## src/rtl/systolic_array_nxn.sv

```systemverilog
// Output-stationary NxN systolic MAC array computing C = A x B, with internal operand skew,
// start/valid/ready control, K-tiling accumulation and runtime ReLU. Optional macro SYSTOLIC_SAT_EN.
module systolic_array_nxn #(
  parameter int N         = 4,
  parameter int WIDTH     = 8,
  parameter int ACC_WIDTH = 16
) (
  input  logic                       clk,
  input  logic                       rst,
  input  logic                       start,
  input  logic                       acc_keep,
  input  logic                       activation,
  input  logic                       in_valid,
  output logic                       in_ready,
  input  logic [N*WIDTH-1:0]         a_col_in,
  input  logic [N*WIDTH-1:0]         b_row_in,
  output logic                       out_valid,
  input  logic                       out_ready,
  output logic [N*N*ACC_WIDTH-1:0]   c_out,
  output logic                       busy
);

  localparam int CW = $clog2(2 * N);

  typedef enum logic [1:0] {S_IDLE, S_LOAD, S_DRAIN, S_DONE} state_t;

  state_t                   state_q, state_d;
  logic [CW-1:0]            beat_cnt_q, beat_cnt_d;
  logic [CW-1:0]            drain_cnt_q, drain_cnt_d;
  logic                     relu_q, relu_d;
  logic [N*N*ACC_WIDTH-1:0] c_out_q, c_out_d;
  logic                     accept, clear_acc, capture;

  logic [WIDTH-1:0]         a_west  [N];
  logic [WIDTH-1:0]         b_north [N];
  logic [WIDTH-1:0]         a_east  [N][N-1];
  logic [WIDTH-1:0]         b_south [N-1][N];
  logic [ACC_WIDTH-1:0]     acc_w   [N][N];

  assign accept    = (state_q == S_LOAD) && in_valid;
  assign clear_acc = (state_q == S_IDLE) && start && !acc_keep;
  assign in_ready  = (state_q == S_LOAD);
  assign out_valid = (state_q == S_DONE);
  assign busy      = (state_q != S_IDLE);
  assign c_out     = c_out_q;

  always_comb begin
    // NOTE: every output of this block is given a default first, so no path leaves one unassigned and no latch is inferred.
    state_d     = state_q;
    beat_cnt_d  = beat_cnt_q;
    drain_cnt_d = drain_cnt_q;
    relu_d      = relu_q;
    capture     = 1'b0;
    case (state_q)
      S_IDLE: if (start) begin
        state_d    = S_LOAD;
        beat_cnt_d = '0;
        relu_d     = activation;
      end
      S_LOAD: if (in_valid) begin
        if (beat_cnt_q == CW'(N - 1)) begin
          state_d     = S_DRAIN;
          drain_cnt_d = '0;
        end else begin
          beat_cnt_d = beat_cnt_q + CW'(1);
        end
      end
      // Last PE update lands 2N-1 edges after the final accept; capture one edge later.
      S_DRAIN: if (drain_cnt_q == CW'(2 * N - 1)) begin
        state_d = S_DONE;
        capture = 1'b1;
      end else begin
        drain_cnt_d = drain_cnt_q + CW'(1);
      end
      S_DONE: if (out_ready) state_d = S_IDLE;
      default: state_d = S_IDLE;
    endcase
  end

  always_comb begin
    c_out_d = c_out_q;
    if (capture) begin
      for (int i = 0; i < N; i++) begin
        for (int j = 0; j < N; j++) begin
          c_out_d[(i*N+j)*ACC_WIDTH +: ACC_WIDTH] =
            (relu_q && acc_w[i][j][ACC_WIDTH-1]) ? '0 : acc_w[i][j];
        end
      end
    end
  end

  // NOTE: sequential state uses non-blocking assignments so every flop samples pre-edge values.
  always_ff @(posedge clk or negedge rst) begin
    if (!rst) begin
      state_q     <= S_IDLE;
      beat_cnt_q  <= '0;
      drain_cnt_q <= '0;
      relu_q      <= 1'b0;
      c_out_q     <= '0;
    end else begin
      state_q     <= state_d;
      beat_cnt_q  <= beat_cnt_d;
      drain_cnt_q <= drain_cnt_d;
      relu_q      <= relu_d;
      c_out_q     <= c_out_d;
    end
  end

  // Input register plus skew: row r of A and column r of B see r+1 stages; idle cycles inject zeros.
  for (genvar r = 0; r < N; r++) begin : g_skew
    logic [WIDTH-1:0] a_sh_q [r+1];
    logic [WIDTH-1:0] a_sh_d [r+1];
    logic [WIDTH-1:0] b_sh_q [r+1];
    logic [WIDTH-1:0] b_sh_d [r+1];

    always_comb begin
      a_sh_d[0] = accept ? a_col_in[r*WIDTH +: WIDTH] : '0;
      b_sh_d[0] = accept ? b_row_in[r*WIDTH +: WIDTH] : '0;
      for (int k = 1; k <= r; k++) begin
        a_sh_d[k] = a_sh_q[k-1];
        b_sh_d[k] = b_sh_q[k-1];
      end
    end

    // NOTE: the skew register arrays are reset too, so an aborted tile leaves no stale operand behind.
    always_ff @(posedge clk or negedge rst) begin
      if (!rst) begin
        for (int k = 0; k <= r; k++) begin
          a_sh_q[k] <= '0;
          b_sh_q[k] <= '0;
        end
      end else begin
        a_sh_q <= a_sh_d;
        b_sh_q <= b_sh_d;
      end
    end

    assign a_west[r]  = a_sh_q[r];
    assign b_north[r] = b_sh_q[r];
  end

  for (genvar i = 0; i < N; i++) begin : g_pe_row
    for (genvar j = 0; j < N; j++) begin : g_pe_col
      logic [WIDTH-1:0]            a_in, b_in;
      logic signed [2*WIDTH-1:0]   a_ext, b_ext, prod;
      logic [ACC_WIDTH-1:0]        acc_q, acc_d;

      if (j == 0) begin : g_a_edge
        assign a_in = a_west[i];
      end else begin : g_a_inner
        assign a_in = a_east[i][j-1];
      end
      if (i == 0) begin : g_b_edge
        assign b_in = b_north[j];
      end else begin : g_b_inner
        assign b_in = b_south[i-1][j];
      end

      assign a_ext = {{WIDTH{a_in[WIDTH-1]}}, a_in};
      assign b_ext = {{WIDTH{b_in[WIDTH-1]}}, b_in};
      assign prod  = a_ext * b_ext;

`ifdef SYSTOLIC_SAT_EN
      localparam logic [ACC_WIDTH-1:0] ACC_MAX = {1'b0, {(ACC_WIDTH-1){1'b1}}};
      localparam logic [ACC_WIDTH-1:0] ACC_MIN = {1'b1, {(ACC_WIDTH-1){1'b0}}};
      logic signed [ACC_WIDTH:0] prod_x, sum;
      logic                      sat_q, sat_d;

      assign prod_x = (ACC_WIDTH+1)'(prod);
      assign sum    = {acc_q[ACC_WIDTH-1], acc_q} + prod_x;

      // Once clamped, the accumulator holds until the next clear.
      always_comb begin
        acc_d = acc_q;
        sat_d = sat_q;
        if (clear_acc) begin
          acc_d = '0;
          sat_d = 1'b0;
        end else if (!sat_q) begin
          if (sum[ACC_WIDTH] != sum[ACC_WIDTH-1]) begin
            acc_d = sum[ACC_WIDTH] ? ACC_MIN : ACC_MAX;
            sat_d = 1'b1;
          end else begin
            acc_d = sum[ACC_WIDTH-1:0];
          end
        end
      end

      always_ff @(posedge clk or negedge rst) begin
        if (!rst) sat_q <= 1'b0;
        else      sat_q <= sat_d;
      end
`else
      logic [ACC_WIDTH-1:0] prod_x;

      assign prod_x = ACC_WIDTH'(prod);

      always_comb begin
        acc_d = clear_acc ? '0 : acc_q + prod_x;
      end
`endif

      always_ff @(posedge clk or negedge rst) begin
        if (!rst) acc_q <= '0;
        else      acc_q <= acc_d;
      end
      assign acc_w[i][j] = acc_q;

      if (j < N - 1) begin : g_pass_a
        logic [WIDTH-1:0] a_pass_q;
        always_ff @(posedge clk or negedge rst) begin
          if (!rst) a_pass_q <= '0;
          else      a_pass_q <= a_in;
        end
        assign a_east[i][j] = a_pass_q;
      end
      if (i < N - 1) begin : g_pass_b
        logic [WIDTH-1:0] b_pass_q;
        always_ff @(posedge clk or negedge rst) begin
          if (!rst) b_pass_q <= '0;
          else      b_pass_q <= b_in;
        end
        assign b_south[i][j] = b_pass_q;
      end
    end
  end

endmodule
```

## config.mk

```make
export PLATFORM = sky130hd
export DESIGN_NAME = systolic_array_nxn
export DESIGN_NICKNAME = d
export VERILOG_FILES = /design/src/rtl/systolic_array_nxn.sv
export SDC_FILE = /design/constraint.sdc
export NUM_CORES = 2
export LEC_CHECK = 0
export CAP_MARGIN = 30
export CELL_PAD_IN_SITES_DETAIL_PLACEMENT = 0
export CELL_PAD_IN_SITES_GLOBAL_PLACEMENT = 1
export CORE_MARGIN = 2
export CORE_UTILIZATION = 55
export CTS_CLUSTER_SIZE = 12
export DETAILED_ROUTE_END_ITERATION = 10
export PLACE_DENSITY_LB_ADDON = 0.1
export SYNTH_ARGS = -nofsm -noshare
export SYNTH_HDL_FRONTEND = slang
export SYNTH_SLANG_ARGS = --single-unit
```

## constraint.sdc

```tcl
create_clock -name clk -period 8.8 [get_ports clk]
set_input_delay 1.32 -clock clk [delete_from_list [all_inputs] [get_ports clk]]
set_output_delay 1.32 -clock clk [all_outputs]
set_load 0.01 [all_outputs]
```

# Word level (Yosys, flattened, before mapping)

Index checks and enable logic that the tools add are counted.

$mul: 16
Equal/unequal tests: 12
Multiplexer cells: 56
Reductions and logical operators: 28
$add $sub $neg: 18

Operators by type and width:

| cell                  | count |
|---|---|
| $mux W16              | 32 |
| $add A16 B16 Y16      | 16 |
| $mul A8 B8 Y16        | 16 |
| $mux W8               | 8 |
| $logic_and A1 B1 Y1   | 19 |
| $mux W3               | 6 |
| $pmux W3 S2           | 2 |
| $mux W2               | 5 |
| $ne A2 B2 Y1 const B  | 5 |
| $pmux W2 S4           | 1 |
| $reduce_and A4 Y1     | 2 |
| $add A3 B1 Y3 const B | 2 |
| $reduce_bool A2 Y1    | 3 |
| $reduce_and A5 Y1     | 1 |
| $eq A2 B2 Y1 const B  | 2 |
| $ne A2 B1 Y1 const B  | 2 |
| $eq A3 B2 Y1 const B  | 1 |
| $eq A3 B3 Y1 const B  | 1 |
| $eq A2 B1 Y1 const B  | 1 |
| $logic_not A2 Y1      | 1 |
| $mux W1               | 2 |
| $reduce_and A2 Y1     | 1 |
| $logic_not A1 Y1      | 1 |

Input bits: 71
Output and inout port bits: 259
Bits in registers: 873
Word-level logic and storage cells: 195

# Longest topological paths before layout

Word-level depth: 4
Mapped depth: 19
Gate-level depth less buffers: 18

# Worst setup path after synthesis

No wires, ideal clock.

Kind: reg2reg
From: reg g_skew[0].b_sh_q (netlist bit g_pe_row[0].g_pe_col[0].b_in[0])
To: reg g_pe_row[0].g_pe_col[0].acc_q[13]
Data required time: 8.668 ns
Data arrival time: 4.666 ns
Library setup time: 0.132 ns
Buffers on the path: 0
Clock period less this slack: 4.798 ns
Setup slack: 4.002 ns
Stages on the path, launching flop included: 16
Cells stage by stage: dfrtp_1 and2_1 inv_1 fa_1 inv_1 fa_1 fa_1 fa_1 fa_1 ha_1 o21ai_0 o211ai_1 a221o_1 a31oi_1 xor2_1 nor2_1

Longest elaborated chain between the ends: 3

RTL lines:

| what                                  | line | source |
|---|---|---|
| from (decl)                           | 113  | `logic [WIDTH-1:0] b_sh_q [r+1];` |
| from (signal assigned)                | 134  | `b_sh_q <= b_sh_d;` |
| $mul A8 B8 Y16                        | 161  | `assign prod = a_ext * b_ext;` |
| $add A16 B16 Y16                      | 199  | `acc_d = clear_acc ? '0 : acc_q + prod_x;` |
| $mux W16                              | 199  |  |
| net g_pe_row[0].g_pe_col[0].acc_d[13] | 146  | `logic [ACC_WIDTH-1:0] acc_q, acc_d;` |
| to (signal assigned)                  | 204  | `if (!rst) acc_q <= '0;` |
| to (signal assigned)                  | 205  | `else acc_q <= acc_d;` |
| to (decl)                             | 146  |  |

The timed path passes the listed nets, and every way through them passes these cells.
A chain may end at the register's enable or synchronous reset.

# Worst setup path in the final report

From: reg g_skew[2].b_sh_q (netlist bit g_pe_row[0].g_pe_col[2].b_in[0])
To: reg g_pe_row[0].g_pe_col[2].acc_q[15]

Longest elaborated chain between the ends: 3

RTL lines:

| what                                  | line |
|---|---|
| from (decl)                           | 113 |
| from (signal assigned)                | 134 |
| $mul A8 B8 Y16                        | 161 |
| $add A16 B16 Y16                      | 199 |
| $mux W16                              | 199 |
| net g_pe_row[0].g_pe_col[2].acc_d[15] | 146 |
| to (signal assigned)                  | 204 |
| to (signal assigned)                  | 205 |
| to (decl)                             | 146 |

The timed path passes the listed nets, and every way through them passes these cells.

==> summary.md <==
| Metric | Value |
|---|---|
| Status | completed |
| Clk pin slew, worst setup/hold paths | approximately 0.060 ns |
| Vias after detailed routing | 45.8k |
| Synth area leader | fa_1 |
| Clk sinks | between 800 and 900 |
| Worst setup EP type | flip-flop |
| Sequential fraction of the synthesis area | 0.301 |
| Layout Skew | about 0.038 ns |
| TritonCTS Buffers | between 100 and 150 |
| Core Region | 131000 sq um |
| Largest net degree at the start of global routing | around 170 |
| Share of cells above drive strength 1 | 0.0310 |
| Routed Antenna Nets | 0 |
| Netlist Area Pre-Place | 72600 sq um |
| Slew Limit Fails | 0 |
| Final setup vio count | 0 |
| Distinct cells, synth | 52 |
| Tcrit/Tclk final | 0.604 |
| Place WS | approximately 3.5 ns |
| Full die area | 135000 sq um |
| Residual DRC count | 0 |
| Post-Syn Instances | approximately 6.5k |
| Routability Congestion | 0.888 |
| Worst-Skew Late Latency | between 0.7 and 0.8 ns |
| DP Wirelength | ~130000 microns |
| Tot GR Track Use | 0.259 |
| Lkg Pwr | around 43 nW |
| Initial Utilization | 0.553 |
| P&R area growth vs syn | 12.2% |
| Syn avg cell area | 11.2 sq um |
| Design Area, Final | slightly above 80000 sq um |
| Die X | between 300 and 400 microns |
| Pwr Density | roughly 210 nW/um^2 |
| Crit path max fanout | 9 |
| GR Util met2 | 0.426 |
| Top cells by area, synth | fa_1 (31%), dfrtp_1 (30%), ha_1 (10%), inv_1 (6.1%), and2_1 (5.1%) |
| Vias in the first global route | 50.5k |
| Clock root buffer | clkbuf_16 |
| Post-CTS Setup Bufs | 0 |
| Highest Clock Rate | 188 MHz |
| PortBufs | 329 |
| Max cap viols | 0 |
| Syn. warnings | 0 |
| Slew margin rel. | 0.302 |
| Die Height | between 300 and 400 microns |
| Synth async-reset ratio | 1.00 |
| Yosys top cell area share | 0.313 |
| EDFF count, synth | 0 |
| # rows | between 100 and 150 |
| Final Hold Viols | 0 |
| Htree depth | 3 |
| Post-Synthesis Net Count | between 8k and 9k |
| Placed Area | ~78000 sq um |
| Critical path class | reg2reg |
| Hold Crit Class | reg2reg |
| #FFs+latches synth | about 870 |
| Worst hold slack | roughly 0.34 ns |
| Hold_buf cts | 0 |
| 1st-iter DRT viols | roughly 2.3k |
| Global route hottest layer | met2 |
| Final worst slack | between 3 and 4 ns |
| Overflow after GRT | 0 |
| Crit path arrival time | approximately 5.9 ns |
| Worst path required time | approximately 9.4 ns |
| M1 GR Usage | 0.360 |
| Final nets | 8635 |
| Ys flop type | dfrtp_1 |
| CTS tree | built |
| Crit start category | flip-flop |
| Worst slew pin tran | roughly 1.0 ns |
| Fin Setup TNS | 0 ns |
| Minimum clock period | between 5 and 6 ns |
| Fill count | 10.7k |
| Via density per instance | 5.28 |
| Clock Tree Buf Depth | 3 |
| Initial antenna violation count | 4 |
| Ports | 330 |
| Max IR drop VDD | between 0.2 and 0.25 mV |
| Resized Gates After CTS | 0 |
| First-pass iteration count of the detailed router | 5 |
| M3 GR Usage | 0.0428 |
| First-pass GRT wire length | approximately 280000 microns |
| Wire per inst | 18.9 microns |
| Unrepaired setup endpoints after global routing | no |
| Routed wire length | around 160000 microns |
registers in the layout (all words and copies together) (netlist names):
name	flops
beat_cnt_q	3
c_out	256
drain_cnt_q	3
g_pe_row.g_pe_col.a_in	32
g_pe_row.g_pe_col.acc_q	256
g_pe_row.g_pe_col.b_in	32
g_pe_row.g_pe_col.g_pass_a.a_pass_q	96
g_pe_row.g_pe_col.g_pass_b.b_pass_q	96
g_skew.a_sh_d	48
g_skew.b_sh_d	48
relu_q	1
state_q	2
cell usage after synthesis, drive strengths merged (3+ instances only):
master and instances:
a2111o 11, a2111oi 3, a211o 4, a211oi 44
a21boi 4, a21o 32, a21oi 81, a22o 245
a32oi 14, and2 595, and3 64, and4 4
buf 33, clkbuf 75, clkinv 16, dfrtp 873
fa 1136, ha 600, inv 1182, mux2i 3
nand2 463, nand2b 35, nand3 4, nor2 218
nor2b 33, nor3 134, nor3b 13, nor4 13
o211a 4, o211ai 16, o21a 100, o21ai 121
o21bai 17, or3 3, or4 13, xnor2 218
xor2 23
where the power goes:
| part | switching, W | total [W] | internal (W) | leakage [nW] |
|---|---|---|---|---|
| combinational | 0.00378 | 0.00693 | 0.00315 | 29.1 |
| sequential | 0.00119 | 0.00607 | 0.00488 | 11.8 |
| clock | 0.00179 | 0.00438 | 0.00259 | 1.68 |
| total | 0.00677 | 0.0174 | 0.0106 | 42.5 |
cell usage in the layout, fill, tap and decap left out, types with 6 or more instances in the layout:
cell type and instances:
a2111o_1 11, a211oi_1 42, a21o_1 32, a21oi_1 79, a22o_1 245, a32oi_1 14, and2_1 595, and3_1 64
buf_4 33, bufinv_16 13, clkbuf_1 21, clkbuf_16 101, clkbuf_8 10, clkdlybuf4s50_1 327, clkinv_1 16, clkinv_2 15
clkinvlp_4 6, dfrtp_1 872, fa_1 1136, ha_1 599, inv_1 1182, nand2_1 462, nand2b_1 35, nor2_1 217
nor2b_1 33, nor3_1 134, nor3b_1 13, nor4_1 13, o211ai_1 16, o21a_1 100, o21ai_0 121, o21bai_1 17
or4_1 13, xnor2_1 218, xor2_1 23
layer usage:
metal / part of all wire / wire, microns
met4: 0.028 / 4510
met1: 0.44 / 72700
met2: 0.49 / 79400
met5: 0.000080 / 13
met3: 0.042 / 6930
layout make-up:
type,count,area [sq um],share of cell area
multi-input cells,4286,45800,0.562
clock buffers,132,2740,0.0337
flip-flops and latches,873,21800,0.268
clock inverters,48,713,0.00875
inverters,1198,4500,0.0552
repair buffers,368,3660,0.0449
well taps,1755,2200,0.0269
diodes,1,2.50,0.0000307
critical path: stages, from the launching register on:
cell      delay [ns]
dfrtp_1         0.52
and2_1          0.54
inv_1           0.12
fa_1            0.50
inv_1           0.05
fa_1            0.48
fa_1            0.57
fa_1            0.45
fa_1            0.45
ha_1            0.33
o21ai_0         0.11
nor2_1          0.12
o311ai_1        0.46
a32oi_1         0.21
xnor2_1         0.20
nor2_1          0.05
through the flow:
stage | cells | utilization | power (W)
floorplan | 6465 | - | 0.0108
CTS | 8659 | 0.621 | 0.0176
finish | 8661 | 0.621 | 0.0174
global placement | 8473 | 0.594 | 0.0129
detailed placement | 8479 | 0.594 | 0.0131
global route | 8660 | 0.621 | 0.0190
cells by family (layout without fill, tap and decap cells):
group	after synthesis	in the layout	synth area share
xor gates and xnor gates	241	241	0.0291
AOI/OAI and AO/OA	711	711	0.0726
muxes	5	5	0.000724
adders and majority gates	1736	1736	0.417
DFF	873	873	0.301
other	0	1	0
and+or+nand+nor	1593	1593	0.112
buffers and inverters	1306	1746	0.0682
final timing paths:
path,start,endpoint,slack (ns),cells past startpoint
min reg2reg,g_skew[3].a_sh_d[8],g_skew[3].a_sh_d[0],0.34,0
min,g_skew[3].a_sh_d[8],g_skew[3].a_sh_d[0],0.34,0
min in group asynchronous,rst,c_out[254],0.61,1
max,g_pe_row[0].g_pe_col[2].b_in[0],g_pe_row[0].g_pe_col[2].acc_q[15],3.48,15
max in group asynchronous,rst,c_out[46],6.05,3
max reg2reg,g_pe_row[0].g_pe_col[2].b_in[0],g_pe_row[0].g_pe_col[2].acc_q[15],3.48,15
Power figures use the tool's default switching activity.
